`config.mk`:
```
export PLATFORM = sky130hd
export DESIGN_NAME = brick_load_ctrl_flat
export DESIGN_NICKNAME = d
export VERILOG_FILES = /design/src/rtl/brick_load_ctrl_if.sv /design/src/rtl/brick_load_ctrl.sv /design/src/flat_wrapper.sv
export SDC_FILE = /design/constraint.sdc
export NUM_CORES = 1
export LEC_CHECK = 0
export CAP_MARGIN = 0
export CORE_MARGIN = 5
export CORE_UTILIZATION = 43
export DETAILED_ROUTE_END_ITERATION = 12
export PLACE_DENSITY = 0.75
export SETUP_SLACK_MARGIN = 0.3
export SLEW_MARGIN = 5
export SYNTH_ARGS = -nofsm -noshare
export SYNTH_HDL_FRONTEND = slang
export SYNTH_SLANG_ARGS = --single-unit
export TNS_END_PERCENT = 1
```
`constraint.sdc`:
```
create_clock -name clk -period 1.6 [get_ports clk]
set_input_delay 0.32 -clock clk [delete_from_list [all_inputs] [get_ports clk]]
set_output_delay 0.32 -clock clk [all_outputs]
set_load 0.05 [all_outputs]
```
`src/rtl/brick_load_ctrl_if.sv`:
```
// Level-loader bundle: start/level request, layout ROM port, draw-engine handshake and status.
// master = loader controller, slave = the surrounding system (ROM, draw engine, game logic).
interface brick_load_ctrl_if;
  logic       start;
  logic [2:0] level;
  logic [8:0] rom_addr;
  logic [1:0] rom_data;
  logic       draw_req;
  logic [9:0] draw_x;
  logic [9:0] draw_y;
  logic [2:0] draw_color;
  logic       draw_ack;
  logic [5:0] brick_count;
  logic       busy;
  logic       done;

  modport master (
    input  start, level, rom_data, draw_ack,
    output rom_addr, draw_req, draw_x, draw_y, draw_color, brick_count, busy, done
  );

  modport slave (
    output start, level, rom_data, draw_ack,
    input  rom_addr, draw_req, draw_x, draw_y, draw_color, brick_count, busy, done
  );
endinterface

```
`src/rtl/brick_load_ctrl.sv`:
```
// Walks a level's brick layout ROM in raster order and asks the draw engine to paint each non-empty brick.
// Empty brick costs 3 cycles, drawn brick 4 + ack wait; draw_req holds its coordinates until draw_ack.
module brick_load_ctrl #(
  parameter int NUM_COLS = 10,
  parameter int NUM_ROWS = 5,
  parameter int BRICK_W  = 32,
  parameter int BRICK_H  = 16,
  parameter int X_ORIGIN = 0,
  parameter int Y_ORIGIN = 32
) (
  input  logic               clk,
  input  logic               resetn,
  brick_load_ctrl_if.master  bus
);

  localparam int COL_W = (NUM_COLS > 1) ? $clog2(NUM_COLS) : 1;
  localparam int ROW_W = (NUM_ROWS > 1) ? $clog2(NUM_ROWS) : 1;
  localparam logic [5:0]       LAST_IDX = 6'(NUM_COLS * NUM_ROWS - 1);
  localparam logic [COL_W-1:0] LAST_COL = COL_W'(NUM_COLS - 1);

  typedef enum logic [2:0] {
    IDLE  = 3'd0,
    FETCH = 3'd1,
    READ  = 3'd2,
    DRAW  = 3'd3,
    NEXT  = 3'd4,
    DONE  = 3'd5
  } state_t;

  state_t state, state_nxt;

  logic [2:0]       level_q;
  logic [5:0]       idx;
  logic [COL_W-1:0] col;
  logic [ROW_W-1:0] row;
  logic [9:0]       x_q;
  logic [9:0]       y_q;
  logic [2:0]       color_q;
  logic [5:0]       count_q;

  logic       accept;
  logic       latch_brick;
  logic       ack_hit;
  logic       advance;
  logic [9:0] x_calc;
  logic [9:0] y_calc;

  function automatic logic [2:0] type_color(input logic [1:0] t);
    case (t)
      2'd1:    type_color = 3'b100;
      2'd2:    type_color = 3'b110;
      2'd3:    type_color = 3'b010;
      default: type_color = 3'b000;
    endcase
  endfunction

  // Pixel position wraps modulo 1024 by design: only the low 10 bits reach the draw engine.
  assign x_calc = 10'(X_ORIGIN + int'(col) * BRICK_W);
  assign y_calc = 10'(Y_ORIGIN + int'(row) * BRICK_H);

  always_ff @(posedge clk) begin
    if (!resetn) begin
      state <= IDLE;
    end else begin
      state <= state_nxt;
    end
  end

  always_comb begin
    state_nxt   = state;
    accept      = 1'b0;
    latch_brick = 1'b0;
    ack_hit     = 1'b0;
    advance     = 1'b0;
    case (state)
      IDLE: begin
        if (bus.start) begin
          accept    = 1'b1;
          state_nxt = FETCH;
        end
      end
      FETCH: state_nxt = READ;
      READ: begin
        if (bus.rom_data != 2'd0) begin
          latch_brick = 1'b1;
          state_nxt   = DRAW;
        end else begin
          state_nxt = NEXT;
        end
      end
      DRAW: begin
        if (bus.draw_ack) begin
          ack_hit   = 1'b1;
          state_nxt = NEXT;
        end
      end
      NEXT: begin
        if (idx == LAST_IDX) begin
          state_nxt = DONE;
        end else begin
          advance   = 1'b1;
          state_nxt = FETCH;
        end
      end
      DONE:    state_nxt = IDLE;
      default: state_nxt = IDLE;
    endcase
  end

  always_ff @(posedge clk) begin
    if (!resetn) begin
      level_q <= '0;
      idx     <= '0;
      col     <= '0;
      row     <= '0;
      x_q     <= '0;
      y_q     <= '0;
      color_q <= '0;
      count_q <= '0;
    end else begin
      if (accept) begin
        level_q <= bus.level;
        idx     <= '0;
        col     <= '0;
        row     <= '0;
        count_q <= '0;
      end
      if (latch_brick) begin
        x_q     <= x_calc;
        y_q     <= y_calc;
        color_q <= type_color(bus.rom_data);
      end
      if (ack_hit) begin
        count_q <= count_q + 6'd1;
      end
      if (advance) begin
        idx <= idx + 6'd1;
        if (col == LAST_COL) begin
          col <= '0;
          row <= row + ROW_W'(1);
        end else begin
          col <= col + COL_W'(1);
        end
      end
    end
  end

  assign bus.rom_addr    = {level_q, idx};
  assign bus.draw_req    = (state == DRAW);
  assign bus.draw_x      = x_q;
  assign bus.draw_y      = y_q;
  assign bus.draw_color  = color_q;
  assign bus.brick_count = count_q;
  assign bus.busy        = (state != IDLE);
  assign bus.done        = (state == DONE);

endmodule

```
`src/flat_wrapper.sv`:
```
// flat-port wrapper written by rule: the top's interface ports become plain ports
module brick_load_ctrl_flat 
#(
  parameter int NUM_COLS = 10,
  parameter int NUM_ROWS = 5,
  parameter int BRICK_W  = 32,
  parameter int BRICK_H  = 16,
  parameter int X_ORIGIN = 0,
  parameter int Y_ORIGIN = 32
)
  (clk, resetn, bus_start, bus_level, bus_rom_data, bus_draw_ack, bus_rom_addr, bus_draw_req, bus_draw_x, bus_draw_y, bus_draw_color, bus_brick_count, bus_busy, bus_done);
  brick_load_ctrl_if bus_i ();
  input  logic clk;
  input  logic resetn;
  input wire logic [$bits(bus_i.start)-1:0] bus_start;
  input wire logic [$bits(bus_i.level)-1:0] bus_level;
  input wire logic [$bits(bus_i.rom_data)-1:0] bus_rom_data;
  input wire logic [$bits(bus_i.draw_ack)-1:0] bus_draw_ack;
  output wire logic [$bits(bus_i.rom_addr)-1:0] bus_rom_addr;
  output wire logic [$bits(bus_i.draw_req)-1:0] bus_draw_req;
  output wire logic [$bits(bus_i.draw_x)-1:0] bus_draw_x;
  output wire logic [$bits(bus_i.draw_y)-1:0] bus_draw_y;
  output wire logic [$bits(bus_i.draw_color)-1:0] bus_draw_color;
  output wire logic [$bits(bus_i.brick_count)-1:0] bus_brick_count;
  output wire logic [$bits(bus_i.busy)-1:0] bus_busy;
  output wire logic [$bits(bus_i.done)-1:0] bus_done;
  assign bus_i.start = bus_start;
  assign bus_i.level = bus_level;
  assign bus_i.rom_data = bus_rom_data;
  assign bus_i.draw_ack = bus_draw_ack;
  assign bus_rom_addr = bus_i.rom_addr;
  assign bus_draw_req = bus_i.draw_req;
  assign bus_draw_x = bus_i.draw_x;
  assign bus_draw_y = bus_i.draw_y;
  assign bus_draw_color = bus_i.draw_color;
  assign bus_brick_count = bus_i.brick_count;
  assign bus_busy = bus_i.busy;
  assign bus_done = bus_i.done;
  brick_load_ctrl #(.NUM_COLS(NUM_COLS), .NUM_ROWS(NUM_ROWS), .BRICK_W(BRICK_W), .BRICK_H(BRICK_H), .X_ORIGIN(X_ORIGIN), .Y_ORIGIN(Y_ORIGIN)) u_core (.clk(clk), .resetn(resetn), .bus(bus_i));
endmodule
```
==> metrics.txt, run 1 <==
outcome complete, but fails checks; violated checks setup timing; area of the mapped netlist approximately 1900 um^2; Initial Utilization 0.4544; P_int ~1.7 mW; metal3 WL around 280 um; CTS Buffer Depth 2; Netlist cell types 50; via count 1696; Net Switching 702.6 uW; final setup fails 1; Slew Limit Fails 0; largest net degree at the start of global routing 19; Required @ worst endpoint between 1000 and 1500 ps; share of layout cells above drive strength 1 0.4158; Worst Setup End Kind output pin; CTS H-tree depth 2; Nets around 300; sequential share of power 0.380; Die H around 76 um; Crit path arrival time 1320 ps; Critical Path Start Type flip-flop; gp weighted congestion between 0.7 and 0.8; CTS Root Buffer Type clkbuf_8; Worst-Skew Late Latency roughly 290 ps; Antenna Violating Nets Remaining 0; CTS tree built; #FFs+latches synth 35; top layer in use met4; Ports 50; total global-route track usage 0.1670; first-pass GRT wire length 7265 um; P per Cell Area approximately 840 nW/um^2; Synth Warn # 0; metal2 WL roughly 2200 um; Clk pwr share 0.362; core area 4086 um^2; Post-synth EDFFs 0; Register Area between 700 and 800 um^2; Hold Violations, Final 0; post-synthesis sequential area ratio 0.3774; final setup margin -35.74 ps; maximum vdd drop around 0.63 mV; # diodes 0; die area roughly 5700 um^2; number of DRC markers in iteration 0 between 50 and 60; Critical Path Fanout Max 3; DR pass1 iterations 4; Synth area leaders dfxtp_1 38%, ha_1 6.7%, buf_4 5.7%, nand2_1 5.1%, nor2_1 3.6%; RSZ-0062 raised after global routing true; Leak between 1 and 1.5 nW; Min Clock Period, post-route between 1500 and 2000 ps; clk sinks 35; via-per-instance ratio 5.155; Hold Crit Class flip-flop to flip-flop; Overflow after GRT 0; detailed placement HPWL around 3200 um; Final TNS setup -35.74 ps; reg2reg path depth 6; Max Clock Freq 611.3 MHz; Site Rows 23; Max-Cap Viols 0; DRC viols 0; Mapped Cells 208; area of the multi-input gates 1155 um^2; leading area contributor after synthesis dfxtp_1; Pwr Total between 2 and 2.5 mW; die width around 76 um; number of port buffers 36; Fillers 299; initial antenna violation count 0; final wirelength between 4000 and 5000 um; wl on met1 roughly 2000 um; Clock Skews about 7.7 ps; vias in the first global route between 1500 and 2000; Hold Path Depth 2; CP Class flip-flop to output pin; logic gate share of total power 0.258; area grow syn2layout 55.39%; Avg Cell Area, Syn 8.927 um^2; Clk pin slew, worst setup/hold paths around 70 ps; sw frac 0.2898; DR WL/cell around 14 um; crit share post-route 1.022; ys async rst share 0; Post-synth top flop dfxtp_1; CTS buffer count 5; top cell type's share of synthesized area 0.3774
==> per-stage QoR <==
stage	cells	worst slack, ps	area [um^2]	util	hold slack, ps
floorplan	220	-41.02	1926	-	461.7
global placement	317	-317.1	2547	0.6234	449.6
detailed placement	317	-362.1	2547	0.6234	450.8
CTS	328	-39.50	2815	0.6889	459.9
global route	329	-82.30	2885	0.7061	490.5
finish	329	-35.74	2885	0.7061	459.2
==> per-layer routing <==
layer	GRT usage	vias up
li1	-	843
met1	0.2205	798
met2	0.2637	49
met3	0.04617	6
met4	0.05631	0
met5	0	-
==> cell usage after synthesis, types with 3 or more instances <==
library cell	count
dfxtp_1	35
nand2_1	25
nor2_1	18
buf_4	14
a21oi_1	12
ha_1	10
nand3_1	8
inv_1	6
nand3b_1	6
o21ai_1	6
mux2i_1	5
nor3_1	5
nand2b_1	4
buf_2	3
clkbuf_1	3
o22ai_1	3
or3_1	3
==> cell type report <==
cell class / instances / share of cell area
flip-flops and latches: 35 / 0.2502
inverters: 7 / 0.009974
clock buffers: 7 / 0.03382
well taps: 50 / 0.02168
multi-input cells: 156 / 0.4003
clock inverters: 1 / 0.01041
repair buffers: 73 / 0.2736
==> final timing paths <==
check	endpoint	slack (ps)	startpoint
max	bus_busy	-40	u_core.state[0]
min	u_core.bus.draw_y[6]	460	u_core.bus.draw_y[6]
max reg2reg	u_core.row[0]	20	u_core.idx[1]
min reg2reg	u_core.bus.draw_y[6]	460	u_core.bus.draw_y[6]
==> kinds of logic (layout without fill, tap and decap cells) <==
kind of cell	after synthesis	in the layout	synth area share
other cells	1	13	0.002020
simple gates	85	85	0.2581
buf+inv	29	88	0.09703
flops	35	35	0.3774
mux	6	6	0.03302
fa+ha+maj	10	10	0.06739
xor+xnor	2	2	0.009436
compound gates	40	40	0.1557
==> critical path, stage by stage, from the launching register on <==
cell     delay [ps]
dfxtp_4         360
buf_6           110
or3_4           400
buf_12          160
==> power groups by stage <==
| stage | Combinational [mW] | Clock, mW | Sequential [mW] |
|---|---|---|---|
| 6_report | 0.625 | 0.877 | 0.922 |
| 5_1_grt | 0.665 | 0.940 | 0.925 |
| 4_1_cts | 0.606 | 0.889 | 0.921 |
| 3_5_place_dp | 0.531 | 0 | 0.940 |
| 3_3_place_gp | 0.523 | 0 | 0.940 |
| 2_1_floorplan | 0.323 | 0 | 0.982 |
==> sequential cells by signal, indices dropped and copies added, names as in the netlist <==
name and count:
u_core.bus.draw_y 4, u_core.state 3, u_core.col 4, u_core.bus.draw_color 2
u_core.bus.brick_count 6, u_core.level_q 3, u_core.idx 6, u_core.row 3
u_core.bus.draw_x 4
==> repair_timing <==
item | 4_1_cts | 5_1_grt
endpoints found under the setup margin | 38 | 39
pin swaps | 19 | 14
hold buffers | 0 | 0
buffers inserted | 3 | 1
gates resized for setup | 30 | 11
==> placed cells by master (no fill, tap or decap), drive strengths merged, types with 2 or more instances in the layout <==
cell	count
a21o	2
nand2	26
a311oi	2
nand3b	6
dfxtp	35
nand3	8
or3	3
a211oi	3
nor2	18
clkdlybuf4s50	5
inv	7
o22ai	3
xor2	2
conb	13
clkbuf	7
nand4	2
o21ai	6
nor3	5
a211o	2
a21oi	14
mux2i	5
ha	10
buf	65
nand2b	4
nor3b	3
dlygate4sd2	3
No activity file was read; power rests on OpenSTA's default activity.
==> run 2, diff against run 1 <==
Settings changed: CAP_MARGIN 0 to not set.
==> results of run 2 <==
The final DEF is identical to that of run 1; final timing and power are the same.
==> run 3, diff against run 2 <==
Settings changed: CAP_MARGIN set to 5.
==> results of run 3 <==
The final DEF is identical to that of run 1; final timing and power are the same.
